===== src/rtl/demod_segment_ctrl_param.sv =====
// Captures a modulated word, slices it into NUM_SEG Gray-coded symbols and presents the demapped segments.
// Latency: valid visible LATENCY-1 edges after the capture edge; the result is held until the consumer accepts it.
// Backpressure: out_ready=0 freezes the result in HOLD; start is ignored there until the result is accepted.
module demod_segment_ctrl_param #(
    parameter int IN_W    = 32,
    parameter int SYM_W   = 2,
    parameter int NUM_SEG = 10,
    parameter int SEG_W   = 32,
    parameter int LATENCY = 3,
    parameter int FCNT_W  = 16
) (
    input  logic                     clk,
    input  logic                     reset,
    input  logic [IN_W-1:0]          input_bit,
    input  logic                     start,
    input  logic                     continuous,
    input  logic                     out_ready,
    output logic [NUM_SEG*SEG_W-1:0] segments,
    output logic                     valid,
    output logic                     busy,
    output logic [FCNT_W-1:0]        frame_cnt
);

    localparam int USED_W = NUM_SEG * SYM_W;
    localparam int CNT_W  = $clog2(LATENCY + 1);
    localparam logic [CNT_W-1:0] CNT_ONE  = CNT_W'(1);
    localparam logic [CNT_W-1:0] CNT_LAST = CNT_W'(LATENCY - 1);
    localparam logic [CNT_W-1:0] CNT_FULL = CNT_W'(LATENCY);

    typedef enum logic [1:0] {
        IDLE = 2'd0,
        RUN  = 2'd1,
        HOLD = 2'd2
    } state_t;

    state_t              state, state_nxt;
    logic [CNT_W-1:0]    cnt, cnt_nxt;
    logic [USED_W-1:0]   cap_q;
    logic                capture;
    logic                load_seg;
    logic                accept;

    // Bits of input_bit above the symbol field carry no symbols.
    logic unused_in;
    assign unused_in = ^input_bit;

    function automatic logic [NUM_SEG*SEG_W-1:0] demap(input logic [USED_W-1:0] w);
        logic [NUM_SEG*SEG_W-1:0] r;
        logic [SYM_W-1:0]         g;
        logic [SYM_W-1:0]         b;
        r = '0;
        for (int k = 0; k < NUM_SEG; k++) begin
            g = w[k*SYM_W +: SYM_W];
            b[SYM_W-1] = g[SYM_W-1];
            for (int i = SYM_W - 2; i >= 0; i--) begin
                b[i] = b[i+1] ^ g[i];
            end
            r[k*SEG_W +: SEG_W] = SEG_W'(b);
        end
        return r;
    endfunction

    always_comb begin
        state_nxt = state;
        cnt_nxt   = cnt;
        capture   = 1'b0;
        load_seg  = 1'b0;
        accept    = 1'b0;
        case (state)
            IDLE: begin
                if (start) begin
                    capture   = 1'b1;
                    cnt_nxt   = CNT_ONE;
                    state_nxt = (LATENCY == 1) ? HOLD : RUN;
                end
            end
            RUN: begin
                if (!start) begin
                    cnt_nxt   = '0;
                    state_nxt = IDLE;
                end else if (cnt == CNT_LAST) begin
                    load_seg  = 1'b1;
                    cnt_nxt   = CNT_FULL;
                    state_nxt = HOLD;
                end else begin
                    cnt_nxt = cnt + CNT_ONE;
                end
            end
            HOLD: begin
                if (out_ready) begin
                    accept = 1'b1;
                    if (continuous && start) begin
                        capture   = 1'b1;
                        cnt_nxt   = CNT_ONE;
                        state_nxt = (LATENCY == 1) ? HOLD : RUN;
                    end else begin
                        cnt_nxt   = '0;
                        state_nxt = IDLE;
                    end
                end
            end
            default: begin
                cnt_nxt   = '0;
                state_nxt = IDLE;
            end
        endcase
    end

    always_ff @(posedge clk) begin
        if (!reset) begin
            state     <= IDLE;
            cnt       <= '0;
            cap_q     <= '0;
            segments  <= '0;
            valid     <= 1'b0;
            busy      <= 1'b0;
            frame_cnt <= '0;
        end else begin
            state <= state_nxt;
            cnt   <= cnt_nxt;
            valid <= (state_nxt == HOLD);
            busy  <= (state_nxt == RUN);
            if (capture) begin
                cap_q <= input_bit[USED_W-1:0];
            end
            // With a single-cycle latency the result is demapped straight off the input.
            if (capture && (LATENCY == 1)) begin
                segments <= demap(input_bit[USED_W-1:0]);
            end else if (load_seg) begin
                segments <= demap(cap_q);
            end
            if (accept) begin
                frame_cnt <= frame_cnt + FCNT_W'(1);
            end
        end
    end

endmodule


===== config.mk =====
export PLATFORM = sky130hd
export DESIGN_NAME = demod_segment_ctrl_param
export DESIGN_NICKNAME = d
export VERILOG_FILES = /design/src/rtl/demod_segment_ctrl_param.sv
export SDC_FILE = /design/constraint.sdc
export NUM_CORES = 1
export LEC_CHECK = 0
export BUFFER_PORTS_ARGS = -buffer_cell sky130_fd_sc_hd__buf_2
export CAP_MARGIN = 10
export CORE_AREA = 2 2 145 147
export CTS_CLUSTER_SIZE = 14
export DETAILED_ROUTE_END_ITERATION = 12
export DIE_AREA = 0 0 147 149
export GPL_ROUTABILITY_DRIVEN = 0
export PLACE_DENSITY_LB_ADDON = 0.25
export SLEW_MARGIN = 30
export SYNTH_ARGS = -nofsm -noshare
export SYNTH_HDL_FRONTEND = slang
export SYNTH_SLANG_ARGS = --single-unit

===== constraint.sdc =====
create_clock -name clk -period 1.78 [get_ports clk]
set_clock_uncertainty 0.15 [all_clocks]
set_input_delay 0 -clock clk [delete_from_list [all_inputs] [get_ports clk]]
set_output_delay 0 -clock clk [all_outputs]
set_load 0.1 [all_outputs]

======== Yosys cells after proc, flatten, opt, wreduce, memory -nomap -nowiden ========
Index checks and enable logic that the tools add are counted.
cells by class
  $add $sub $neg .......................... 2
  eq/ne operators ......................... 7
  mux-type cells .......................... 20
  bitwise logic cells ..................... 10
  reductions and logical operators ........ 3
operators with widths
  kind                     count
  $add A16 B1 Y16 const B  1
  $mux W2                  8
  $pmux W2 S3              2
  $xor A1 B1 Y1            10
  $mux W1                  9
  $eq A2 B2 Y1 const B     3
  $eq A2 B1 Y1 const B     2
  $ne A2 B2 Y1 const B     2
  $add A2 B1 Y2 const B    1
  $logic_not A2 Y1         1
  $pmux W1 S2              1
  $reduce_and A2 Y1        1
  $logic_and A1 B1 Y1      1
word-level totals
  register bits ........................... 62
  input bits .............................. 37

======== Longest topological paths before layout ========
  depth after elaboration ................. 5
  gate-level depth with buffers ........... 6
  gate-level depth less buffers ........... 6

======== Worst setup path before layout ========
No wires, ideal clock.
  kind .................................... reg2reg
  start ................................... register frame_cnt[4]
  end ..................................... register frame_cnt[15]
  setup time .............................. 0.070 ns
  data arrival time ....................... 2.289 ns
  path slack .............................. -0.730 ns
  stages on the path, launching flop included .. 5
  buffers on the path ..................... 0
  period minus slack after synthesis ...... 2.510 ns
  path through ............................ dfxtp_1 nand4_1 or3_1 or3_1 a21oi_1
on the way
  longest elaborated chain between the ends .. 1
ends and longest elaborated chain
  item                    RTL line  source
  from (decl)             21        output logic [FCNT_W-1:0] frame_cnt
  from (signal assigned)  133       frame_cnt <= frame_cnt + FCNT_W'(1);
  $add A16 B1 Y16         133
Every way passes these cells.
A chain may end at the register's enable or synchronous reset.

======== Worst setup path in the final report ========
  start ................................... input reset
  end ..................................... register segments[32]
RTL lines
  item                  RTL line  source
  from (decl)           13        input logic reset,
  to (signal assigned)  128       segments <= demap(input_bit[USED_W-1:0]);
  to (signal assigned)  130       segments <= demap(cap_q);
  to (decl)             18        output logic [NUM_SEG*SEG_W-1:0] segments,
No word-level cell between the ends.

==> metrics.txt <==
Final Hold Vio Count 0; status finished clean; placed cells ~910; Non-Filler Instances around 950; most frequent cells in the layout conb_1, buf_2, dfxtp_1; Yosys warning count 0; antenna-violating nets left 0; EDFF count, synth 0; PD cells 1250 mW/mm^2; Synth cell types 33; vias in the first global route 2222; async set or reset register ratio after synthesis 0%; DRT iter0 DRCs roughly 120; mean post-synth cell area roughly 8.3 sq um; critical path class in2reg; initial antenna violation count 1; NetSw about 3.5 mW; hold path depth 4; root buffer cell clkbuf_16; GRT Total Usage approximately 7%; number of core rows 53; Synth-to-Final Area Change 4.00%; Die Wd roughly 150 um; die area between 0.02 and 0.025 sq mm; HP Start continuous; CTS H-tree depth 3; worst-path fanout max 43; CTS tree built; switch share 57.5%; Post-CTS Setup Bufs 0; DR vias/cell between 2 and 3; Leak Pwr 2.46 nW; part of the cycle the worst path needs approximately nine tenths; CTS Buf Count 9; HPWL after DPL 6430 um; Max Cap Viol 0; clock net sink count between 60 and 70; clock share of power 27.6%; Max Clk Rate just over 0.6 GHz; setup violators final 0; Filler Cells Inserted 2282; die height approximately 150 um; Post-CTS Resized 0; Reg2Reg Depth 6; FF-to-FF Start state[1]$_SDFF_PN0_; Seq pwr share about a quarter; Slew headroom around 65%; Worst IR Drop VDD about 0.00048 V; final number of max-transition violations 0; pre-CTS WS 180 ps; critical path startpoint reset; FF+latch area around 0.0013 sq mm; core area ~0.021 sq mm; CP Capture Type flip-flop; Main synth FF type dfxtp_1; Worst-Margin Slew ~540 ps; Clock Pin Slew Worst Setup and Hold Paths 60 ps; port bufs just over 60; Mapped Area 0.00472 sq mm; number of synthesized register bits 62; Reg-to-Reg End segments[288]$_SDFFE_PN0P_; CP required roughly 1900 ps; RSZ-0062 raised after global routing false; # DRC 0; share of layout cells above drive strength 1 between 10% and 20%; largest net degree at the start of global routing between 40 and 50; Multi-input gate area between 0.002 and 0.0025 sq mm; # IOs 375; startpoint types primary input; cell internal pwr between 2 and 3 mW; vias post-DR around 2.8k; worst-skew pair later-pin latency 320 ps; 1st-pass router iterations 4; Mapped Cells between 500 and 600; final wirelength ~8300 um; fin nets slightly above 700; drt wl/cell ~9 um; Worst Slack Setup Final between 150 and 200 ps; Final min period around 1600 ps; Hold EP cnt[0]$_SDFFE_PN0P_; most common cell after layout, fill and taps aside conb_1; combinational share of power 49.0%; GR Overflow Total 0; Starting Density 23.0%; Critical Path AT between 1500 and 2000 ps; Hold Crit Class in2reg; r2r setup slk about 170 ps; first-pass GRT wire length 12100 um; share of the yosys chip area belonging to registers a little over a quarter; clk buf depth 2
[cell families after synthesis]
logic type | count (synthesis) | share of synthesized area, %
flip-flops | 62 | 26.3
XOR/XNOR | 20 | 3.71
AO/OA/AOI/OAI | 39 | 5.01
adder cells (fa/ha/maj) | 2 | 0.530
AND/OR/NAND/NOR | 106 | 10.4
other | 1 | 0.0795
buffers and inverters | 320 | 49.5
multiplexers | 21 | 4.46
[worst max-delay path by stage]
stage               slack, ps                          to
detailed placement        180  segments[160]$_SDFFE_PN0P_
CTS                       130   segments[32]$_SDFFE_PN0P_
finish                    160   segments[32]$_SDFFE_PN0P_
global route              0.9  segments[128]$_SDFFE_PN0P_
global placement          190  segments[192]$_SDFFE_PN0P_
floorplan                 -70  frame_cnt[15]$_SDFFE_PN0P_
[through the flow]
stage	total power, mW	hold slack, ps	util (%)	instance area [sq um]	TNS [ps]
after detailed placement	4.43	93.6	21.3	4380	0
after floorplan	4.86	-32.4	-	5880	-67.5
after global routing	6.35	68.0	23.9	4900	0
final	6.14	34.5	23.9	4910	0
after CTS	6.20	21.0	23.9	4900	0
after global placement	4.43	86.9	21.3	4380	0
[critical path, stage by stage]
cell	delay (ps)
dlygate4sd3_1	530
buf_2	200
clkinv_1	420
buf_12	350
a211oi_1	180
[Yosys cell counts (2+ instances only)]
library cell  count  area share (%)
nor3_1            4            0.42
nor4_1            3            0.40
xnor2_1          18             3.3
buf_4           302              48
nand4_1           3            0.40
nand3_1           6            0.64
o21ai_0           3            0.32
or3_1             4            0.53
nor2b_1           3            0.40
a21oi_1          20             2.1
clkbuf_1         11            0.88
buf_2             2            0.21
o21a_1            3            0.48
dfxtp_1          62              26
nand2b_1          4            0.53
inv_1             5            0.40
mux2i_1          21             4.5
a211oi_1         10             1.6
nor2_1           42             3.3
ha_1              2            0.53
nand2_1          30             2.4
xor2_1            2            0.37
[area by class of cell]
type / count / share of cell area (%)
Antenna cell: 1 / 0.0510
Inverter: 5 / 0.382
Sequential cell: 62 / 26.1
Clock inverter: 4 / 0.612
Tap cell: 275 / 7.01
Multi-Input combinational cell: 488 / 46.4
Clock buffer: 11 / 5.38
Timing Repair Buffer: 100 / 14.1
[registers in the layout, summed over array words and instances, names as in the netlist]
name       flops
busy           1
cap_q         20
cnt            2
frame_cnt     16
segments      20
state          2
valid          1
[layer usage]
layer	part of all wire (%)	global-route usage, %	up-vias
met3	12	3.55	3
met1	40	8.33	1246
met5	0	0	-
met2	48	11.2	174
li1	-	-	1414
met4	0.28	1.88	0
[power groups by stage]
stage	Clock [mW]	Sequential [mW]	Combinational, mW
6_report	1.69	1.44	3.01
4_1_cts	1.76	1.44	3.00
2_1_floorplan	0	1.48	3.38
5_1_grt	1.83	1.44	3.07
3_5_place_dp	0	1.47	2.96
3_3_place_gp	0	1.47	2.95
[repair_timing]
item	CTS	global route
hold endpoints to repair	28	0
setup endpoints to repair	0	0
hold buffers	23	0
(Power assumes the default switching activity.)
